==> src/rtl/irq_pending_latch.sv <==
// irq_pending_latch
// Request front end for the priority encoder. Each raw request line is
// synchronised, its rising edge detected, and the event is held in pend_raw
// until the consumer acknowledges that index. A mask hides lines from the
// encoder without discarding their events. Sticky overrun flags record
// events that arrive while the line is still pending.

module irq_pending_latch #(
    parameter int N = 3,
    parameter int M = 1 << N
) (
    input  logic         clk,
    input  logic         clr_n,
    input  logic [M-1:0] req,
    input  logic         mask_we,
    input  logic [M-1:0] mask_wdata,
    input  logic         ack,
    input  logic [N-1:0] ack_idx,
    input  logic         ovf_clr,
    output logic [M-1:0] pend,
    output logic         pend_any,
    output logic [M-1:0] mask,
    output logic [M-1:0] ovf
);

    logic [M-1:0] s1_reg;
    logic [M-1:0] s2_reg;
    logic [M-1:0] s3_reg;
    logic [M-1:0] pend_raw_reg;
    logic [M-1:0] mask_reg;
    logic [M-1:0] ovf_reg;

    logic [M-1:0] rise;
    logic [M-1:0] ack_vec;
    logic [M-1:0] pend_raw_next;
    logic [M-1:0] ovf_next;

    // One-hot decode of the acknowledged index; M is always 2^N so every
    // ack_idx value selects a real line.
    always_comb begin
        ack_vec = '0;
        if (ack) begin
            ack_vec[ack_idx] = 1'b1;
        end
    end

    // Per-line event logic: a new rise always wins over an ack of the same
    // bit, and an overrun only counts when the held event is not being
    // serviced on that edge. A fresh overrun also wins over ovf_clr.
    for (genvar gi = 0; gi < M; gi++) begin : g_line
        assign rise[gi]          = s2_reg[gi] & ~s3_reg[gi];
        assign pend_raw_next[gi] = rise[gi] | (pend_raw_reg[gi] & ~ack_vec[gi]);
        assign ovf_next[gi]      = (rise[gi] & pend_raw_reg[gi] & ~ack_vec[gi])
                                 | (ovf_reg[gi] & ~ovf_clr);
    end

    // State update: sync chain, edge history, pending, mask and overrun.
    // s3 clears on reset so a line held high across reset yields one event.
    always_ff @(posedge clk or negedge clr_n) begin
        if (!clr_n) begin
            s1_reg       <= '0;
            s2_reg       <= '0;
            s3_reg       <= '0;
            pend_raw_reg <= '0;
            mask_reg     <= '0;
            ovf_reg      <= '0;
        end else begin
            s1_reg       <= req;
            s2_reg       <= s1_reg;
            s3_reg       <= s2_reg;
            pend_raw_reg <= pend_raw_next;
            ovf_reg      <= ovf_next;
            if (mask_we) begin
                mask_reg <= mask_wdata;
            end
        end
    end

    // Outputs depend on registers only; no path from req or ack.
    assign pend     = pend_raw_reg & ~mask_reg;
    assign pend_any = |pend;
    assign mask     = mask_reg;
    assign ovf      = ovf_reg;

endmodule

==> config.mk <==
export PLATFORM = sky130hd
export DESIGN_NAME = irq_pending_latch
export DESIGN_NICKNAME = d
export VERILOG_FILES = /design/src/rtl/irq_pending_latch.sv
export SDC_FILE = /design/constraint.sdc
export NUM_CORES = 1
export LEC_CHECK = 0
export CAP_MARGIN = 30
export CORE_ASPECT_RATIO = 1.1
export CORE_MARGIN = 5
export CORE_UTILIZATION = 60
export DETAILED_ROUTE_END_ITERATION = 8
export DONT_BUFFER_PORTS = 1
export PLACE_DENSITY = 0.76
export SYNTH_ARGS = -nofsm -noshare
export SYNTH_HDL_FRONTEND = slang
export SYNTH_SLANG_ARGS = --single-unit
==> constraint.sdc <==
create_clock -name clk -period 1.2 [get_ports clk]
set_clock_uncertainty 0.1 [all_clocks]
set_input_delay 0.3 -clock clk [delete_from_list [all_inputs] [get_ports clk]]
set_output_delay 0.3 -clock clk [all_outputs]
set_load 0.02 [all_outputs]
# --- After elaboration in Yosys (flattened, before gate mapping) ---
# Index checks and enable logic that the tools add are counted.
classes:
  n_mux: 3
  bitwise: 75
  order_cmp: 2
  n_reduce_logical: 2
ops:
  columns: ["cell", "count"]
  rows:
  - ["$and A1 B1 Y1", 40]
  - ["$not A1 Y1", 17]
  - ["$or A1 B1 Y1", 16]
  - ["$and A8 B8 Y8", 1]
  - ["$mux W8", 1]
  - ["$not A8 Y8", 1]
  - ["$reduce_or A8 Y1", 1]
  - ["$lt A3 B4 Y1 const B", 1]
  - ["$demux W1 S3", 1]
  - ["$ge A3 B1 Y1 const B", 1]
  - ["$logic_and A1 B1 Y1", 1]
  - ["$mux W1", 1]
totals:
  ff_bits: 48
  wordCells: 88

# --- Depth between registers and ports, before layout ---
# Gate-level depths: netlist of run 1.
logic_depth:
  depth_word: 8
  mapped_depth: 3

# --- Worst setup path after synthesis of run 1 ---
# OpenSTA, ideal clock, no wires.
synth_timing:
  path_type: "register to output"
  startpoint: "register mask_reg[4] (netlist: mask[4])"
  endpoint: "output port pend_any"
  stages_incl_launch_ff: 4
  n_path_buf: 0
  t_arrival_ps: 1123
  slack_ps: -323
  cell_sequence: "dfrtp_1 > nor2b_1 > nor4_1 > nand2_1"
synth_between:
  elab_chain_cells: 3
synth_rtl:
  columns: ["item", "line_no", "text"]
  rows:
  - ["from (decl)", "30", "logic [M-1:0] mask_reg;"]
  - ["from (signal assigned)", "74", "mask_reg <= mask_wdata;"]
  - ["$not A8 Y8", "80", "assign pend = pend_raw_reg & ~mask_reg;"]
  - ["$and A8 B8 Y8", "80", null]
  - ["named net pend[4]", "20", "output logic [M-1:0] pend,"]
  - ["$reduce_or A8 Y1", "81", "assign pend_any = |pend;"]
  - ["to (decl)", "21", "output logic pend_any,"]
# The timed path passes the listed nets, and every way through them passes these cells.

# --- Worst setup path after layout of run 1 ---
layout_timing:
  startpoint: "register pend_raw_reg[3]"
  endpoint: "output port pend_any"
layout_between:
  elab_chain_cells: 2
layout_rtl:
  columns: ["item", "line_no", "text"]
  rows:
  - ["from (decl)", "29", "logic [M-1:0] pend_raw_reg;"]
  - ["from (signal assigned)", "71", "pend_raw_reg <= pend_raw_next;"]
  - ["$and A8 B8 Y8", "80", null]
  - ["$reduce_or A8 Y1", "81", null]
# Every way passes these cells.

==> results of run 1 <==
## metrics by stage
| stage | total power [uW] | std cells | setup WS [ns] | util |
|---|---|---|---|---|
| after floorplan | 2130 | 114 | -0.145 | - |
| after global placement | 2280 | 162 | -0.144 | 0.725 |
| after detailed placement | 2300 | 162 | -0.160 | 0.725 |
| after CTS | 3360 | 196 | -0.577 | 0.887 |
| after global routing | 3690 | 201 | -0.644 | 0.933 |
| final | 3570 | 201 | -0.590 | 0.933 |
## cells by family after synthesis
kind of cell | after synthesis | share of synthesized area
muxes | 8 | 0.0559
DFF | 48 | 0.745
AOI/OAI and AO/OA | 16 | 0.0691
buffers and inverters | 11 | 0.0264
and+or+nand+nor | 31 | 0.103
## repair_timing
item	in CTS	in global routing
gates resized for setup	28	16
gates cloned	0	0
buffers inserted	5	5
pin swaps	1	3
endpoints found under the setup margin	25	39
hold endpoints to repair	75	48
## cell type report
cell class,instances,area (sq um),share of cell area
Clock buffer,6,41.3,0.0174
Clock inverter,2,35.0,0.0148
Inverter,9,33.8,0.0142
Multi-Input combinational cell,55,478,0.201
Sequential cell,48,1220,0.514
Tap cell,31,38.8,0.0163
Timing Repair Buffer,50,526,0.221
## cells in the mapped netlist
cell,instances
dfrtp_1,48
o41ai_2,1
buf_2,1
nand2b_1,10
nand2_1,11
inv_1,9
nor2b_1,8
o21ai_0,3
mux2_2,8
nor4_1,2
buf_1,1
o22ai_1,8
o31ai_1,4
## worst min-delay path by stage
| stage | endpoint | depth (start not counted) |
|---|---|---|
| 6_report | s3_reg[7] | 0 |
| 3_3_place_gp | s2_reg[2] | 0 |
| 3_5_place_dp | s3_reg[2] | 0 |
| 4_1_cts | ovf[7] | 0 |
| 5_1_grt | ovf[7] | 0 |
| 2_1_floorplan | mask[0] | 0 |
## power by group through the flow
stage | Combinational (uW) | Clock [uW] | Sequential (uW)
6_report | 705 | 962 | 1900
5_1_grt | 734 | 1050 | 1910
4_1_cts | 551 | 934 | 1870
3_5_place_dp | 403 | 0 | 1890
3_3_place_gp | 393 | 0 | 1890
2_1_floorplan | 222 | 0 | 1910
## worst max-delay path, cell delays in order, from the launching register on
cell	delay, ns
dfrtp_1	0.44
nor2b_4	0.16
nor4_4	0.26
nand2_2	0.15
## metal layers
metal | GRT usage | routed length, um | up-vias
met5 | 0 | 0 | -
met4 | 0.0878 | 216 | 0
met3 | 0.149 | 765 | 22
met2 | 0.488 | 2720 | 106
met1 | 0.328 | 2030 | 617
li1 | - | - | 491
==> impl_results.md, run 1 <==
* Dpl hpwl at about 2300 um
* Setup WS post-layout at -0.590 ns
* NetSw at between 1000 and 1500 uW
* Fin nets at 193
* Final instance area at 2370 sq um
* Hold Path Class: primary input to asynchronous set/reset pin
* Sequential cell area fraction in the yosys report at 0.745
* Outcome: finished, violations left
* GRT Overall Usage at 0.295
* ANT cells at 0
* First-pass GRT wire length at 7850 um
* Crit. End Element: output port
* Worst-case reg-to-reg path depth at 3
* Clock sinks at 48
* Clk buf depth at 2
* RSZ-0062 raised after global routing: true
* Top cells by area in the synthesized netlist: dfrtp_1 75%, mux2_2 5.6%, nand2b_1 3.9%, nor2b_1 3.1%, o22ai_1 3.1%
* Post-DRT Antenna Nets at 0
* Clock latency on the worst-skew pair at 0.37 ns
* Synthesized area at 1610 sq um
* # rows at 19
* #FFs+latches synth at 48
* Total die area at 3820 sq um
* Final Hold Fails at 48
* CTS tree: built
* Die height at between 60 and 70 um
* Total wire length at 5730 um
* CTS root buf: clkbuf_4
* Fin Setup TNS at -6.38 ns
* Leak at approximately 0.0011 uW
* Worst-path clk slew at 0.15 ns
* Peak VDD IR at 1.47 mV
* Mean Syn Cell Area at 14.1 sq um
* WL per Instance at 28.5 um
* Total gr overflow at 0
* # hold bufs at CTS at 21
* Failing checks: negative hold slack, negative setup slack
* Hold WS at -0.507 ns
* Post-Syn Instances at 114
* R2r setup slk at -0.01 ns
* Final-report max-slew violation count at 0
* Req. time, crit path at 0.80 ns
* Tmin final at 1.79 ns
* Int Power at 2550 uW
* Worst Setup EP: pend_any
* Synth top area share at 0.745
* Vias in the first global route at 1379
* Initial antenna violation count at 0
* Sw Share at 0.284
* Largest fanout on the critical path at 2
* Logic pwr share at 0.198
* Area Overhead vs Synth at 47.3%
* Cell taking the most area after synthesis: dfrtp_1
* WP data arrival at 1.39 ns
* Clock buffer count from CTS at 5
* Clk pwr share at 0.270
* FF-to-FF End: mask[5]
* Share of post-route cells with drive strength above 1 at 0.429
* DRC at 0
* Netlist cell types at 13
* Core area at 2540 sq um
* Worst-margin pin slew at 0.520 ns
* Most frequent cells in the layout: 32 x dfrtp_1, 24 x buf_6, 18 x dlygate4sd3_1
* PortBufs at 0
* H-tree depth at 2
* DR vias at 1236
* Initial core utilization at 0.634
* Origin of the critical flop-to-flop path: mask[5]
* Critical Path Source Type: flip-flop
* Pwr/cell area at between 1500 and 2000 nW/um^2
* # IOs at 49
* Die Width at between 50 and 60 um
* Pin count of the biggest net entering global routing at 49
* Post-placement cell area at 1840 sq um
* Commonest non-fill, non-tap cell in the layout: dfrtp_1
* Max Cap Viol at 0
* Seq pwr share at 0.532
* Syn. warnings at 0
* Setup violators final at 28
* Critical path class: flip-flop to output port
* Placer Congestion at 0.764
* Pre-antenna DRT Iters at 4
* Slew Limit Headroom at 0.650
* Vias/cell at 6.15
* Fmax at 559 MHz
* Fillers at 62
* Setup crit start: pend_raw_reg[3]
* Synthesized net count at 138
* Tcrit/Tclk final at 1.49
* DRT iter0 DRCs at 100
(Power assumes the default switching activity.)
==> run 2: changes to the inputs <==
--- a/config.mk
+++ b/config.mk
@@ -5,6 +5,7 @@
 export SDC_FILE = /design/constraint.sdc
 export NUM_CORES = 1
 export LEC_CHECK = 0
+export ABC_AREA = 1
 export CAP_MARGIN = 30
 export CORE_ASPECT_RATIO = 1.1
 export CORE_MARGIN = 5
==> run 2 against run 1 <==
  * The flow still finishes with violations (negative hold slack, negative setup slack)
  * Critical path depth is 2 higher
  * Flip-flop and latch count unchanged
  * Area after synthesis up 7.6%
==> impl_results.md, run 2 <==
* Post-synthesis adder-cell area fraction at 0 (unchanged)
* Layout Utilization at 0.824 (-0.109)
* # IOs at 49 (unchanged)
* Final-report max-slew violation count at 0 (unchanged)
* Vias in the first global route at 1367 (-0.87%)
* Hold Path Class: primary input to asynchronous set/reset pin
* Most frequent CP cell: nand2_2
* NetSw at 879 uW (-13%)
* Largest fanout on the critical path at 2 (unchanged)
* Total die area at 4070 sq um (+6.4%)
* CP bufs+invs at 1 (+1)
* Seq pwr share at 0.604 (+0.072)
* Die Width at 61.3 um (+3.1%)
* Pin count of the biggest net entering global routing at 49 (unchanged)
* CTS tree: built
* Critical path class: flip-flop to output port
* Multiplexer share of the synthesized area at 0 (-0.0559)
* Logic pwr share at 0.174 (-0.024)
* ANT cells at 0 (unchanged)
* Ys async rst share at 1.00 (unchanged)
* Slew Limit Headroom at 0.695 (+0.0456)
* CTS root buf: clkbuf_4
* Total wire length at 3980 um (-31%)
* Tmin final at 1.58 ns (-0.210 ns)
* Commonest register cell after synthesis: dfrtp_1
* Share of post-route cells with drive strength above 1 at 0.329 (-0.100)
* Final Hold Fails at 48 (unchanged)
* Pre-antenna DRT Iters at 5 (+1)
* Pwr/cell area at 1350 nW/um^2 (-10%)
* Setup WS post-layout at -0.380 ns (+0.210 ns)
* RSZ-0062 raised after global routing: true
* Cell taking the most area after synthesis: dfrtp_1
* Largest family of logic cells by synthesized area: simple AND/OR/NAND/NOR gates
* Post-DRT Antenna Nets at 0 (unchanged)
* Simple-Gate Fraction of Synth Area at 0.183 (+0.0800)
* Commonest non-fill, non-tap cell in the layout: nand2_1
* Die height at 66.4 um (+3.2%)
* #FFs+latches synth at 48 (unchanged)
* Failing checks: negative hold slack, negative setup slack
* Clk buf depth at 2 (unchanged)
* Core area at 2780 sq um (+9.2%)
* Worst path max stage delay at 0.42 ns (-0.02 ns)
* Setup violators final at 25 (-11%)
* Worst-margin pin slew at 0.457 ns (-0.0629 ns)
* Sequential cell area fraction in the yosys report at 0.693 (-0.0527)
* First-pass GRT wire length at 5990 um (-24%)
* Post-Syn Instances at 181 (+59%)
* Post-synthesis xor/xnor area fraction at 0 (unchanged)
* Peak VDD IR at 1.33 mV (-9.8%)
* Initial antenna violation count at 0 (unchanged)
* Max Cap Viol at 0 (unchanged)
* Fmax at 633 MHz (+13%)
* Most frequent cell after synthesis: nand2_1
* Fin Setup TNS at -4.42 ns (+1.96 ns)
* WP data arrival at 1.18 ns (-0.21 ns)
* Synth cell count leaders: 65 x nand2_1, 48 x dfrtp_1, 32 x inv_1
* Worst path top cell family by delay: flip-flops
* Final instance area at 2290 sq um (-3.6%)
* CP cell instances: inv_1 > nand2_2 > nand2_2 > nor2_2 > nand2_2
* PortBufs at 0 (unchanged)
* Dpl hpwl at 2470 um (+7.7%)
* Mean Syn Cell Area at 9.58 sq um (-32%)
* Synthesized net count at 205 (+49%)
* Compound-cell area share of the yosys netlist at 0.0462 (-0.0229)
* Top cells by area in the synthesized netlist: dfrtp_1 69%, nand2_1 14%, inv_1 6.9%, o21ai_0 2.9%, nor2_1 2.8%
* DRC at 0 (unchanged)
* Area Overhead vs Synth at 32.0%
* Netlist cell types at 9 (-4)
* Placer Congestion at 0.776 (+1.6%)
* Sw Share at 0.285 (+0.000796)
* Post-placement cell area at 1850 sq um (+0.41%)
* Syn. warnings at 0 (unchanged)
* Outcome: finished, violations left
* DR vias at 1377 (+11%)
* Req. time, crit path at 0.80 ns (about the same)
* Leak at 0.00118 uW (+7.2%)
* Fin nets at 255 (+32%)
* Tcrit/Tclk final at 1.32 (-0.175)
* Int Power at 2200 uW (-14%)
* Clock sinks at 48 (unchanged)
* Worst-path clk slew at 0.13 ns (-0.02 ns)
* WL per Instance at 15.1 um (-47%)
* Vias/cell at 5.22 (-15%)
* Initial core utilization at 0.624 (-0.00922)
* CP max-delay cell: dfrtp_2
* Synthesized area at 1730 sq um (+7.6%)
* # rows at 20 (+1)
* R2r setup slk at 0.11 ns (+0.12 ns)
* H-tree depth at 2 (unchanged)
* Total gr overflow at 0 (unchanged)
* Clock latency on the worst-skew pair at 0.36 ns (about the same)
* Clock buffer count from CTS at 5 (unchanged)
* Clk pwr share at 0.222 (-0.048)
* GRT Overall Usage at 0.211 (-0.0835)
* Post-synth EDFFs at 0 (unchanged)
* Most frequent cells in the layout: 53 x nand2_1, 32 x dfrtp_1, 20 x buf_4
* DRT iter0 DRCs at 95 (-5.0%)
* Crit. End Element: output port
* Critical Path Source Type: flip-flop
* Synth top area share at 0.693 (-0.0527)
* Hold WS at -0.494 ns (+0.0123 ns)
==> run 2: path summary, 6_finish.rpt <==
check / startpoint / to / cells past startpoint
max: mask[7] / pend_any / 5
min: clr_n / mask[1] / 0
max reg2reg: pend_raw_reg[0] / ovf[0] / 6
min reg2reg: s1_reg[2] / s2_reg[2] / 0
max in group asynchronous: clr_n / ovf[1] / 0
min in group clk: ack_idx[2] / pend_raw_reg[5] / 3
==> run 2: cell families after synthesis <==
logic type | count (synthesis)
AO/OA/AOI/OAI | 16
AND/OR/NAND/NOR | 83
buffers and inverters | 34
flip-flops | 48
==> run 2: area by class of cell <==
type,instances,area (sq um)
well taps,33,41.3
clock inverters,1,5.00
fillers,146,489
inverters,33,141
flip-flops and latches,48,1220
clock buffers,6,41.3
repair buffers,44,400
multi-input cells,99,438
==> run 2: power groups by stage <==
stage | sequential [uW] | clock (uW) | combinational, uW
final | 1860 | 685 | 536
after global routing | 1880 | 778 | 586
after CTS | 1860 | 697 | 447
after detailed placement | 1880 | 0 | 321
after global placement | 1870 | 0 | 310
after floorplan | 1890 | 0 | 204
==> run 2: layer usage <==
layer	up-vias	GRT usage	routed length, um	share of wire
met1	651	0.228	1400	0.35
met5	-	0	0	0
met4	0	0.122	178	0.045
li1	637	-	-	-
met3	18	0.0859	394	0.099
met2	71	0.340	2010	0.50
==> run 2: stage by stage <==
stage | setup slack (ns) | power (uW) | instances
final | -0.380 | 3080 | 264
after global routing | -0.434 | 3240 | 264
after CTS | -0.358 | 3000 | 254
after detailed placement | -0.00517 | 2200 | 223
after global placement | 0.0307 | 2180 | 223
after floorplan | 0.00857 | 2090 | 181
==> run 2: repair_timing <==
item,CTS,global route
setup buffers,8,8
gates cloned,0,0
pin swaps,4,8
gates resized for setup,35,14
hold buffers,16,2
endpoints found under the setup margin,25,28
endpoints found under the hold margin,64,49
==> run 3: changes to the inputs <==
--- a/config.mk
+++ b/config.mk
@@ -16,3 +16,4 @@
 export SYNTH_ARGS = -nofsm -noshare
 export SYNTH_HDL_FRONTEND = slang
 export SYNTH_SLANG_ARGS = --single-unit
+export TNS_END_PERCENT = 1
==> run 3 against run 2 <==
  * Core utilization shrank 2.6 points
  * Combinational power down 13%
  * Setup slack better by 0.017 ns
  * Sequential share of layout area is 1.7 points higher
  * Count of clock-buffer cells in the layout did not move
  * Total power is 2.6% lower
  * Maximum frequency increased by 1.1%
  * Hold slack better by 0.015 ns
  * The run still ends with negative hold slack, negative setup slack left
  * Register-to-register slack barely moved
  * Routed wire length decreased by 4.9%
  * Non-clock buffer count fell by 6
==> impl_results.md, run 3 (same netlist as run 2, synthesis figures left out) <==
* Total gr overflow at 0 (unchanged)
* Die height at 66.4 um (unchanged)
* Largest fanout on the critical path at 2 (unchanged)
* FF-to-FF End: ovf[0]
* Leak at 0.00115 uW (-2.5%)
* Commonest non-fill, non-tap cell in the layout: nand2_1
* Req. time, crit path at 0.80 ns (about the same)
* Fin Setup TNS at -3.83 ns (+0.588 ns)
* ANT cells at 0 (unchanged)
* Pre-antenna DRT Iters at 4 (-1)
* Hold Path Class: primary input to asynchronous set/reset pin
* CP max-delay cell: dfrtp_2
* Most frequent cells in the layout: 53 x nand2_1, 32 x dfrtp_1, 23 x inv_1
* Worst-margin pin slew at 0.447 ns (-0.00990 ns)
* Placer Congestion at 0.776 (unchanged)
* Worst slack, placed at -0.00517 ns (unchanged)
* PortBufs at 0 (unchanged)
* Worst-path clk slew at 0.13 ns (about the same)
* Share of post-route cells with drive strength above 1 at 0.293 (-0.0357)
* Setup WS post-layout at -0.363 ns (+0.0166 ns)
* CP cell instances: inv_2 > nand2_2 > nand2_2 > nor2_2 > nand2_2
* Worst-case reg-to-reg path depth at 6 (unchanged)
* Die Width at 61.3 um (unchanged)
* H-tree depth at 2 (unchanged)
* Tmin final at 1.56 ns (-0.0166 ns)
* CP bufs+invs at 1 (unchanged)
* Placed cell count at 223 (unchanged)
* DR vias at 1323 (-3.9%)
* DRC at 0 (unchanged)
* Dpl hpwl at 2470 um (unchanged)
* RSZ-0062 raised after global routing: true
* Initial antenna violation count at 0 (unchanged)
* Peak VDD IR at 1.30 mV (-2.0%)
* Tcrit/Tclk final at 1.30 (-0.0138)
* Hold WS at -0.480 ns (+0.0146 ns)
* # IOs at 49 (unchanged)
* Clock sinks at 48 (unchanged)
* Total wire length at 3780 um (-4.9%)
* Pin count of the biggest net entering global routing at 49 (unchanged)
* Worst Setup EP: pend_any
* Post-DRT Antenna Nets at 0 (unchanged)
* Total die area at 4070 sq um (unchanged)
* Failing checks: negative hold slack, negative setup slack
* Critical path class: flip-flop to output port
* Clock latency on the worst-skew pair at 0.35 ns (about the same)
* Initial core utilization at 0.624 (unchanged)
* Layout Utilization at 0.798 (-0.0257)
* Vias in the first global route at 1357 (-0.73%)
* Core area at 2780 sq um (unchanged)
* Multi-input logic area at 438 sq um (unchanged)
* # rows at 20 (unchanged)
* Vias/cell at 5.13 (-1.7%)
* Worst path top cell family by delay: flip-flops
* GRT Overall Usage at 0.205 (-0.00642)
* Worst path max stage delay at 0.41 ns (about the same)
* First-pass GRT wire length at 5850 um (-2.3%)
* Clock buffer count from CTS at 5 (unchanged)
* Final Non-Filler Cells at 258 (-2.3%)
* Fin nets at 249 (-2.4%)
* Sequential cell area at 1220 sq um (unchanged)
* Instance count on the critical path at 5 (unchanged)
* Critical Path Source Type: flip-flop
* Clk buf depth at 2 (unchanged)
* CTS root buf: clkbuf_4
* WP data arrival at 1.16 ns (-0.02 ns)
* Max Cap Viol at 0 (unchanged)
* Origin of the critical flop-to-flop path: pend_raw_reg[0]
* CTS tree: built
* Pwr/cell area at 1350 nW/um^2 (+0.55%)
* R2r setup slk at 0.10 ns (about the same)
* Setup crit start: mask[2]
* Outcome: finished, violations left
* Final Hold Fails at 48 (unchanged)
* Most frequent CP cell: nand2_2
* DRT iter0 DRCs at 84 (-12%)
* Setup violators final at 25 (unchanged)
* WL per Instance at 14.7 um (-2.7%)
* Fmax at 640 MHz (+1.1%)
* Area Overhead vs Synth at 27.9%
* Slew Limit Headroom at 0.702 (+0.00660)
* Crit. End Element: output port
* Final-report max-slew violation count at 0 (unchanged)
* Fillers at 167 (+14%)
## run 3: where the power goes
group	switching [uW]	leakage [uW]	total, uW	internal [uW]
Combinational	270	0.000582	468	198
Sequential	116	0.000535	1860	1740
Clock	457	0.0000281	674	217
Total	843	0.00115	3000	2160
## run 3: repair_timing
action | 4_1_cts | 5_1_grt
hold endpoints to repair | 64 | 49
resized for setup | 24 | 12
hold buffers | 16 | 2
setup buffers | 6 | 4
pin swaps | 4 | 7
endpoints found under the setup margin | 25 | 28
## run 3: metrics by stage
stage | area, sq um | power (uW)
after floorplan | 1750 | 2090
after global placement | 1850 | 2180
after detailed placement | 1850 | 2200
after CTS | 2140 | 2970
after global routing | 2220 | 3170
final | 2220 | 3000
## run 3: how the worst min path moves through the flow
| stage | from | to | slack, ns | cells past startpoint |
|---|---|---|---|---|
| after CTS | clr_n | mask[1] | -0.50 | 0 |
| final | clr_n | pend_raw_reg[6] | -0.48 | 0 |
| after detailed placement | clr_n | mask[7] | -0.09 | 0 |
| after global placement | clr_n | mask[5] | -0.09 | 0 |
| after floorplan | clr_n | mask[0] | -0.1 | 0 |
| after global routing | clr_n | pend_raw_reg[2] | -0.52 | 0 |
## run 3: final cells by class
type | count | share of cell area
well taps | 33 | 0.0186
clock inverters | 1 | 0.00226
flip-flops and latches | 48 | 0.551
repair buffers | 38 | 0.155
clock buffers | 6 | 0.0186
inverters | 33 | 0.0570
multi-input cells | 99 | 0.198
## run 3: per-layer routing
| layer | wire length (um) | global-route usage | vias to the layer above |
|---|---|---|---|
| met5 | 0 | 0 | - |
| met4 | 149 | 0.127 | 0 |
| met3 | 374 | 0.0859 | 14 |
| met2 | 1860 | 0.316 | 58 |
| met1 | 1400 | 0.229 | 626 |
| li1 | - | - | 625 |
